--- config.mk ---
export PLATFORM = sky130hd
export DESIGN_NAME = piso_unload_reg
export DESIGN_NICKNAME = d
export VERILOG_FILES = /design/src/rtl/piso_unload_reg.sv
export SDC_FILE = /design/constraint.sdc
export NUM_CORES = 1
export LEC_CHECK = 0
export BUFFER_PORTS_ARGS = -buffer_cell sky130_fd_sc_hd__buf_2
export CAP_MARGIN = 20
export CORE_AREA = 2 2 39 41
export DETAILED_ROUTE_END_ITERATION = 10
export DIE_AREA = 0 0 41 43
export GPL_ROUTABILITY_DRIVEN = 0
export PLACE_DENSITY = 0.54
export SYNTH_ARGS = -nofsm -noshare
export SYNTH_HDL_FRONTEND = slang
export SYNTH_SLANG_ARGS = --single-unit
export TNS_END_PERCENT = 10
--- constraint.sdc ---
create_clock -name ck -period 1.41 [get_ports ck]
set_input_delay 0.141 -clock ck [delete_from_list [all_inputs] [get_ports ck]]
set_output_delay 0.141 -clock ck [all_outputs]
set_load 0.02 [all_outputs]
--- src/rtl/piso_unload_reg.sv ---
// Parallel-in, serial-out unload register: captures a word on load and
// presents it one bit per cycle with valid, back-pressure hold and a done pulse.
module piso_unload_reg #(
  parameter int unsigned N         = 4,
  parameter bit          MSB_FIRST = 1'b1
) (
  input  logic         ck,
  input  logic         rst,
  input  logic         load,
  input  logic [N-1:0] inp,
  input  logic         hold,
  output logic         sout,
  output logic         sval,
  output logic         busy,
  output logic         done
);

  localparam int unsigned CW = (N > 2) ? $clog2(N) : 1;
  localparam logic [CW-1:0] LAST = CW'(N - 1);

  typedef enum logic [1:0] {
    ST_IDLE,
    ST_SHIFT,
    ST_DONE
  } state_t;

  state_t        state, state_n;
  logic [N-1:0]  shr, shr_n;
  logic [CW-1:0] cnt, cnt_n;

  // State, shift register and bit counter
  always_ff @(posedge ck) begin
    if (rst) begin
      state <= ST_IDLE;
      shr   <= '0;
      cnt   <= '0;
    end else begin
      state <= state_n;
      shr   <= shr_n;
      cnt   <= cnt_n;
    end
  end

  // Next-state and output decode; sval follows hold combinationally in SHIFT
  always_comb begin
    state_n = state;
    shr_n   = shr;
    cnt_n   = cnt;
    sout    = 1'b0;
    sval    = 1'b0;
    busy    = 1'b0;
    done    = 1'b0;
    case (state)
      ST_IDLE: begin
        if (load) begin
          shr_n   = inp;
          cnt_n   = '0;
          state_n = ST_SHIFT;
        end
      end
      ST_SHIFT: begin
        busy = 1'b1;
        sout = MSB_FIRST ? shr[N-1] : shr[0];
        sval = !hold;
        if (!hold) begin
          shr_n = MSB_FIRST ? {shr[N-2:0], 1'b0} : {1'b0, shr[N-1:1]};
          // Counter saturates on the last bit; the exit to DONE happens there
          if (cnt == LAST) begin
            state_n = ST_DONE;
          end else begin
            cnt_n = CW'(cnt + 1'b1);
          end
        end
      end
      ST_DONE: begin
        done = 1'b1;
        if (load) begin
          shr_n   = inp;
          cnt_n   = '0;
          state_n = ST_SHIFT;
        end else begin
          state_n = ST_IDLE;
        end
      end
      default: state_n = ST_IDLE;
    endcase
  end

endmodule

Yosys cells after proc, flatten, opt, wreduce, memory -nomap -nowiden
Cells that the tools add are included.
Widths: inputs -> output; s select.
Operators by class
  $add $sub $neg: 1
  eq/ne operators: 8
  mux-type cells: 16
  reduce and logical (&&, ||, !) cells: 7
Operator list (number)
  $mux 2: 6
  $mux 4: 2
  $ne 2x2->1 const B: 4
  $pmux 4 s2: 1
  $pmux 2 s3: 1
  $reduce_and 3->1: 2
  $mux 1: 5
  $eq 2x2->1 const B: 2
  $pmux 2 s2: 1
  $reduce_and 4->1: 1
  $add 2x1->2 const B: 1
  $eq 2x1->1 const B: 1
  $logic_not 2->1: 1
  $ne 2x1->1 const B: 1
  $reduce_bool 2->1: 1
  $reduce_or 2->1: 1
  $logic_not 1->1: 1
Word-level totals
  register bits after elaboration: 8
  word-level logic and storage cells: 35

Depth between registers and ports, before layout
Gate-level depths: netlist of run 1.
  depth in word-level cells: 4
  mapped depth: 5

Least setup slack after synthesis of run 1
OpenSTA, ideal clock, no wires.
  path kind: reg-to-reg
  from: reg state[1]
  to: reg shr[1]
  data arrival time: 1.224 ns
  data required time: 1.332 ns
  path slack: 0.108 ns
  cell stages (with the launch flop): 6
  clock period less this slack: 1.302 ns
  cells stage by stage: dfxtp_1 > or3b_1 > buf_2 > inv_1 > nor3_1 > nor3_1
On the way
  word-level cells in the longest chain between the ends: 4
  elaborated cells between the ends (all ways): 9
  classes of those cells: eq/ne (4); mux (1); reduce/logical (4)
RTL lines
  from (decl): RTL line 27  | state_t state, state_n;
  from (signal assigned): RTL line 38  | state <= state_n;
  $eq 2x2->1 / $logic_not 2->1 (equally long branches): RTL line 53  | case (state)
  $reduce_or 2->1 (no line)
  $ne 2x1->1 (no line) / $reduce_bool 2->1 (equally long branches)
  $reduce_and 3->1 (no line)
  to (signal assigned): RTL line 39  | shr <= shr_n;
  to (decl): RTL line 28  | logic [N-1:0] shr, shr_n;
Several ways; a longest one is shown, not always the timed one.
A chain may end at the register's enable or synchronous reset.

Worst setup path after layout of run 1
  from: reg state[1]
  to: out sval
On the way
  word-level cells in the longest chain between the ends: 2
RTL lines
  $eq 2x1->1: RTL line 53
  $mux 1: RTL line 53
  to (decl): RTL line 13  | output logic sval,
Every way passes these cells.

==> results_dict.tcl, run 1 <==
set metrics [dict create \
    yosysWarnings 0 \
    hp-class "input pin to register" \
    path_clk_slew_ns 0.05 \
    worstHoldStart "inp[0]" \
    synth_commonest_cells "dfxtp_1 (8), nor3_1 (7), nor2b_1 (5)" \
    hold_viol 0 \
    power_density_nw_per_um2 1020 \
    wl_per_cell_um 11.8 \
    antenna_found_initial 0 \
    route.vias.total 374 \
    period_share_pct 96.8 \
    async_flop_share_pct 0 \
    clock-sinks 8 \
    dieArea_um2 1760 \
    maxSlewHeadroom_pct 81.1 \
    cap_violations 0 \
    clockRootBuffer "clkbuf_4" \
    rows 14 \
    clk_latency_ns 0.25 \
    grt_first_pass_wirelength_um 1230 \
    vdd_drop_max_mv 0.374 \
    synth_area_per_cell_um2 8.45 \
    ys_types 19 \
    synth_seq_cells 8 \
    synth_edf_count 0 \
    tightest_slew_ns 0.283 \
    grt_max_degree 12 \
    netlist_instances 45 \
    start_util_pct 27.5 \
    synth-seq-area-share_pct 42.1 \
    synth_area_leaders "dfxtp_1 (42%), nor3_1 (9.2%), nor2b_1 (8.2%)" \
    slew_violations 0 \
    setup_violations 0 \
    viasPerCell 4.92 \
    yosys.area.top_type "dfxtp_1" \
    cts_made_buffers 3 \
    status "completed" \
    io_buffers 11 \
    yosysMostFrequentCell "dfxtp_1" \
    ioPinCount 12 \
    cts_tree "built" \
    placedInstanceArea_um2 449 \
    rr_startpoint "state[1]" \
    drt-pass1-iter-count 3 \
    layout-drive-gt1-share_pct 35.0 \
    critPathKind "register to output pin" \
    rsz0062_at_grt "true" \
    finClkSkew_ns 0.00643 \
    hold_buffers 0 \
    cts_buffer_depth 2 \
    dieHeight_um 43 \
    cp.required_ns 1.27 \
    diodes 0 \
    grt_overflow 0 \
    ys.flop_type "dfxtp_1" \
    setup_tns_ns 0 \
    cp.arrival_ns 1.22 \
    drt.antenna.violating_nets 0 \
    syn-num-nets 54 \
    fin_crit_ns 1.36 \
    critPathCaptureType "output pin" \
    drt_wl_total_um 898 \
    yosysTopAreaCellShare_pct 42.1 \
    core_area_um2 1380 \
    synthesis.area_um2 380 \
    crit_path_start_kind "register" \
    critPathMaxFanout 5 \
    cp-startpoint "state[1]" \
    grt_pass1_vias 311 \
    final_area_um2 507 \
    drc 0 \
    drtIter0Drc 6 \
    grt_use_total_pct 10.7 \
    post-dp-hpwl_um 584 \
    power_leakage_uw 0.000221 \
    ctsHtreeMaxLevel 1 \
    fmax_ghz 0.733 \
    num-nets-final 71 \
    syn_to_final_growth_pct 33.2 \
    die_w_um 41 \
]
[sequential cells by signal, indices dropped and copies added, names as in the netlist]
name,cells
cnt,2
shr,4
state,2
[critical path, cell delays in order, from the launching register on]
cell and delay, ns:
dfxtp_1 0.32, or3b_4 0.44, inv_4 0.08, buf_4 0.13
[worst paths after layout]
check                 to  slack, ns  cells after the start
setup / recovery    sval       0.05                      3
hold / removal    shr[0]       0.13                      3
setup reg to reg  shr[3]       0.05                      4
hold reg to reg   shr[0]       0.48                      2
[what timing repair did]
action | CTS | global route
setup buffers | 0 | 2
endpoints found under the setup margin | 1 | 1
gates cloned | 0 | 1
endpoints found under the hold margin | 0 | 0
pin swaps | 0 | 0
gates resized for setup | 4 | 2
[report_power, final]
part | leakage, uW | total [uW] | switching, uW | internal (uW)
clock network | 0.0000138 | 170 | 72.8 | 97.1
registers | 0.0000660 | 251 | 8.66 | 242
logic | 0.000141 | 96.9 | 51.0 | 45.9
total | 0.000221 | 517 | 132 | 385
[layout make-up]
class / count / area [um^2]
repair buffers: 14 / 82.6
clock buffers: 3 / 22.5
well taps: 16 / 20.0
multi-input cells: 32 / 206
inverters: 3 / 13.8
flip-flops and latches: 8 / 161
fillers: 150 / 877
[layer usage]
layer | track usage, % | routed length (um) | up-vias
li1 | - | - | 194
met1 | 12.6 | 424 | 169
met2 | 14.1 | 401 | 9
met3 | 3.66 | 56 | 2
met4 | 10.0 | 14 | 0
met5 | 0 | 0 | -
[cells by family after synthesis]
| kind of cell | Yosys count | synth area share (%) |
|---|---|---|
| AND/OR/NAND/NOR | 20 | 30.3 |
| adder cells (fa/ha/maj) | 1 | 3.29 |
| buffers and inverters | 6 | 6.58 |
| flip-flops | 8 | 42.1 |
| AO/OA/AOI/OAI | 10 | 17.8 |
[cells in the final DEF (no fill, tap or decap), drive strengths merged]
master	instances
a21oi	4
a221oi	3
and2	1
and2b	1
buf	14
clkbuf	3
dfxtp	8
ha	1
inv	3
nand2	1
nand2b	1
nand3	2
nor2b	5
nor3	7
o211ai	1
o21ai	1
o221ai	1
or3	1
or3b	2
[metrics by stage]
stage / util, % / std cells / setup WS [ns] / hold slack, ns / total power [uW]
6_report: 36.6 / 76 / 0.0455 / 0.129 / 517
5_1_grt: 36.6 / 76 / -0.0180 / 0.159 / 551
4_1_cts: 34.6 / 73 / 0.000144 / 0.117 / 521
3_5_place_dp: 32.5 / 70 / 0.0567 / 0.392 / 337
3_3_place_gp: 32.5 / 70 / 0.0869 / 0.390 / 339
2_1_floorplan: - / 45 / 0.108 / 0.277 / 312
Note: power is estimated with default switching activity, not from simulation.
==> run 2: changes to the inputs <==
MAX_ROUTING_LAYER = met4   (was not set)
==> results_dict.tcl, run 2 (synthesis gave the netlist of run 1 again) <==
set metrics [dict create \
    hold_viol 0 \
    rows 14 \
    finClkSkew_ns 0.00629 \
    setup_tns_ns 0 \
    top_register "shr" \
    grt_max_degree 12 \
    hp-class "input pin to register" \
    critPathCaptureType "output pin" \
    vdd_drop_max_mv 0.373 \
    largest_reg_flops 4 \
    cp.required_ns 1.27 \
    start_util_pct 27.5 \
    cts_tree "built" \
    pre_cts_ws_ns 0.0567 \
    grt_first_pass_wirelength_um 1220 \
    drt-pass1-iter-count 3 \
    critPathKind "register to output pin" \
    grt_overflow 0 \
    critPathMaxFanout 5 \
    fmax_ghz 0.733 \
    wl_met1_um 430 \
    viasPerCell 4.92 \
    route.vias.total 374 \
    post-dp-hpwl_um 584 \
    clock-sinks 8 \
    routed.top_layer "met4" \
    dieArea_um2 1760 \
    crit_path_start_kind "register" \
    status "completed" \
    cts_buffer_depth 2 \
    slew_violations 0 \
    power_leakage_uw 0.000221 \
    num-nets-final 71 \
    power_uw 517 \
    syn_to_final_growth_pct 33.2 \
    drc 0 \
    period_share_pct 96.8 \
    clockRootBuffer "clkbuf_4" \
    clk_latency_ns 0.25 \
    antenna_found_initial 0 \
    core_area_um2 1380 \
    setup_slack_ns 0.0456 \
    drt_wl_total_um 898 \
    diodes 0 \
    grt_pass1_vias 312 \
    ctsHtreeMaxLevel 1 \
    drt.antenna.violating_nets 0 \
    layout_common_cells "buf_2 (9), nor3_1 (7), dfxtp_1 (7), nor2b_1 (5), buf_4 (5)" \
    path_clk_slew_ns 0.05 \
    route.met2.wl_um 400 \
    tightest_slew_ns 0.282 \
    largestRegisters "shr x4, cnt x2, state x2" \
    fin_crit_ns 1.36 \
    maxSlewHeadroom_pct 81.1 \
    utilization_pct 36.6 \
    wl_met3_um 51 \
    io_buffers 11 \
    cts_made_buffers 3 \
    layout-drive-gt1-share_pct 35.0 \
    drtIter0Drc 6 \
    die_w_um 41 \
    power_density_nw_per_um2 1020 \
    final_common_cell "buf_2" \
    hold_buffers 0 \
    setup_violations 0 \
    grt_use_total_pct 10.9 \
    wl_per_cell_um 11.8 \
    dieHeight_um 43 \
    cp.arrival_ns 1.22 \
    ioPinCount 12 \
    cap_violations 0 \
    rsz0062_at_grt "true" \
    fin_hold_ws_ns 0.129 \
]
-- run 2: path summary, 6_finish.rpt --
path	from	end	slack [ns]	depth (start not counted)
max reg2reg	state[1]	shr[3]	0.05	4
min	inp[0]	shr[0]	0.13	3
min reg2reg	shr[0]	shr[0]	0.48	2
max	state[1]	sval	0.05	3
-- run 2: what timing repair did --
| action | in CTS | in global routing |
|---|---|---|
| gates cloned | 0 | 1 |
| setup buffers | 0 | 2 |
| endpoints found under the setup margin | 1 | 1 |
| resized for setup | 4 | 2 |
-- run 2: cell type report --
cell class	count	area, um^2
clock buffers	3	22.5
fillers	150	877
inverters	3	13.8
multi-input cells	32	206
flip-flops and latches	8	161
well taps	16	20.0
repair buffers	14	82.6
-- run 2: critical path, stage by stage, from the launching register on --
cell and delay [ns]:
dfxtp_1 0.32, or3b_4 0.44, inv_4 0.08, buf_4 0.13
-- run 2: metal layers --
metal  vias up  GRT usage, %
li1        194             -
met1       169          12.9
met2         9          14.1
met3         2          3.14
met4         0          10.0
met5         -             -
-- run 2: stage by stage --
stage / instance area, um^2 / std cells
5_1_grt: 507 / 76
3_3_place_gp: 449 / 70
2_1_floorplan: 380 / 45
3_5_place_dp: 449 / 70
4_1_cts: 479 / 73
6_report: 507 / 76
-- run 2: where the power goes --
group | switching [uW] | internal, uW | total [uW]
logic | 51.0 | 45.9 | 96.9
clock network | 72.6 | 97.0 | 170
registers | 8.67 | 242 | 251
==> run 3: changes to the inputs <==
ABC_AREA = 1   (was not set)
PLACE_DENSITY = 0.59   (was 0.54)
==> results_dict.tcl, run 3 <==
set metrics [dict create \
    yosysMostFrequentCell "nand2_1" \
    hold_viol 0 \
    cp_slowest_cell "dfxtp_2" \
    layout_common_cells "nand2_1 (14), nor2_1 (13), buf_2 (11), inv_1 (8), dfxtp_1 (7)" \
    dieArea_um2 1760 \
    crit_path_start_kind "register" \
    top_register "shr" \
    clockRootBuffer "clkbuf_4" \
    vdd_drop_max_mv 0.418 \
    cts_tree "built" \
    use_met1_pct 16.9 \
    io_buffers 11 \
    antenna_found_initial 0 \
    power_density_nw_per_um2 1040 \
    cts_buffer_depth 2 \
    layout-drive-gt1-share_pct 32.5 \
    hold_buffers 0 \
    diodes 0 \
    path_cells "inv_4, nor2_4, inv_1, nor2_1, buf_2" \
    wl_per_cell_um 9.73 \
    status "completed" \
    largestRegisters "shr x4, cnt x2, state x2" \
    drc 0 \
    period_share_pct 93.7 \
    maxSlewHeadroom_pct 87.6 \
    utilization_pct 39.5 \
    clk_latency_ns 0.26 \
    syn-num-nets 75 \
    synth_edf_count 0 \
    globalRoute.busiestLayer "met1" \
    path_clk_slew_ns 0.06 \
    synth_commonest_cells "nand2_1 (14), nor2_1 (13), dfxtp_1 (8), inv_1 (8), o21ai_0 (5)" \
    grt_use_total_pct 13.3 \
    fmax_ghz 0.757 \
    cts_made_buffers 3 \
    rows 14 \
    start_util_pct 32.6 \
    critPathCaptureType "output pin" \
    critPathKind "register to output pin" \
    cap_violations 0 \
    yosys.area.top_type "dfxtp_1" \
    ctsHtreeMaxLevel 1 \
    dieHeight_um 43 \
    finClkSkew_ns 0.00227 \
    core_area_um2 1380 \
    slew_violations 0 \
    syn_to_final_growth_pct 21.1 \
    critPathMaxFanout 7 \
    synth_area_leaders "dfxtp_1 (35%), nand2_1 (12%), nor2_1 (11%)" \
    power_uw 569 \
    power_leakage_uw 0.000289 \
    clock-sinks 8 \
    die_w_um 41 \
    yosysWarnings 0 \
    fin_crit_ns 1.32 \
    synth-seq-area-share_pct 35.5 \
    largest_reg_flops 4 \
    netlist_instances 66 \
    final_common_cell "nand2_1" \
    yosysTopAreaCellShare_pct 35.5 \
    synth_seq_cells 8 \
    ys_types 18 \
    async_flop_share_pct 0 \
    drt_wl_total_um 934 \
    drt-pass1-iter-count 4 \
    route.vias.total 428 \
    grt_max_degree 8 \
    max_stage_delay_ns 0.43 \
    rsz0062_at_grt "false" \
    use_met3_pct 4.71 \
    tightest_slew_ns 0.186 \
    cp.arrival_ns 1.18 \
    drtIter0Drc 3 \
    grt_overflow 0 \
    grt_first_pass_wirelength_um 1500 \
    synth_area_per_cell_um2 6.84 \
    cp.required_ns 1.27 \
    post-dp-hpwl_um 689 \
    grt_pass1_vias 366 \
    drt.antenna.violating_nets 0 \
    setup_violations 0 \
    ioPinCount 12 \
    globalRouteMet2Util_pct 16.6 \
    hp-class "input pin to register" \
    setup_tns_ns 0 \
    synthesis.area_um2 452 \
    ys.flop_type "dfxtp_1" \
    viasPerCell 4.46 \
    num-nets-final 91 \
]
## run 3: cell count changes after synthesis, sizes merged, moves of 2 or more
cell,before,now
nor2b,5,0
buf,3,1
a21oi,4,2
a221oi,3,0
nor2,0,15
o21ai,1,6
nand3,2,4
nor3,7,0
nand2,1,15
inv,3,12
## run 3: timing repair
item	4_1_cts	5_1_grt
setup endpoints to repair	1	0
buffers inserted	0	0
gates resized for setup	1	0
## run 3: routing by layer
metal	part of all wire, %	wire length [um]
met5	0	0
met4	2.6	24
met3	6.3	59
met2	43	399
met1	48	450
## run 3: per-stage QoR
step	instance area, um^2	setup WS [ns]	hold slack [ns]	cells
4_1_cts	547	0.0854	0.0689	96
3_3_place_gp	523	0.291	0.357	93
2_1_floorplan	452	0.251	0.210	66
6_report	547	0.0894	0.0695	96
5_1_grt	547	0.00604	0.0682	96
3_5_place_dp	523	0.252	0.352	93
## run 3: cell families after synthesis
| group | count (synthesis) | share of synthesized area, % |
|---|---|---|
| buffers and inverters | 13 | 13.0 |
| AND/OR/NAND/NOR | 35 | 38.2 |
| AO/OA/AOI/OAI | 9 | 10.5 |
| adder cells (fa/ha/maj) | 1 | 2.77 |
| flip-flops | 8 | 35.5 |
## run 3: area by class of cell
| class | count | area, um^2 |
|---|---|---|
| well taps | 16 | 20.0 |
| clock buffers | 3 | 22.5 |
| repair buffers | 12 | 62.6 |
| fillers | 156 | 837 |
| inverters | 12 | 47.5 |
| multi-input cells | 45 | 233 |
| flip-flops and latches | 8 | 161 |
## run 3: critical path, delay by kind of cell (launching register included)
kind                   cells  cell delay, ns
buffers and inverters      3            0.31
flip-flops                 1            0.43
AND/OR/NAND/NOR            2            0.17
## run 3: final timing paths
kind,slack (ns),endpoint,cells after the start,start
worst max-delay path,0.09,sout,5,state[0]
worst min-delay path,0.07,state[0],2,rst
worst max register to register,0.36,cnt[0],6,cnt[0]
worst min register to register,0.50,cnt[1],2,cnt[1]
## run 3: where the power goes
part           switching (uW)  total, uW  internal, uW  leakage (uW)
clock                    88.6        187          98.1     0.0000138
combinational            72.1        119          47.2      0.000209
sequential               16.1        263           247     0.0000664
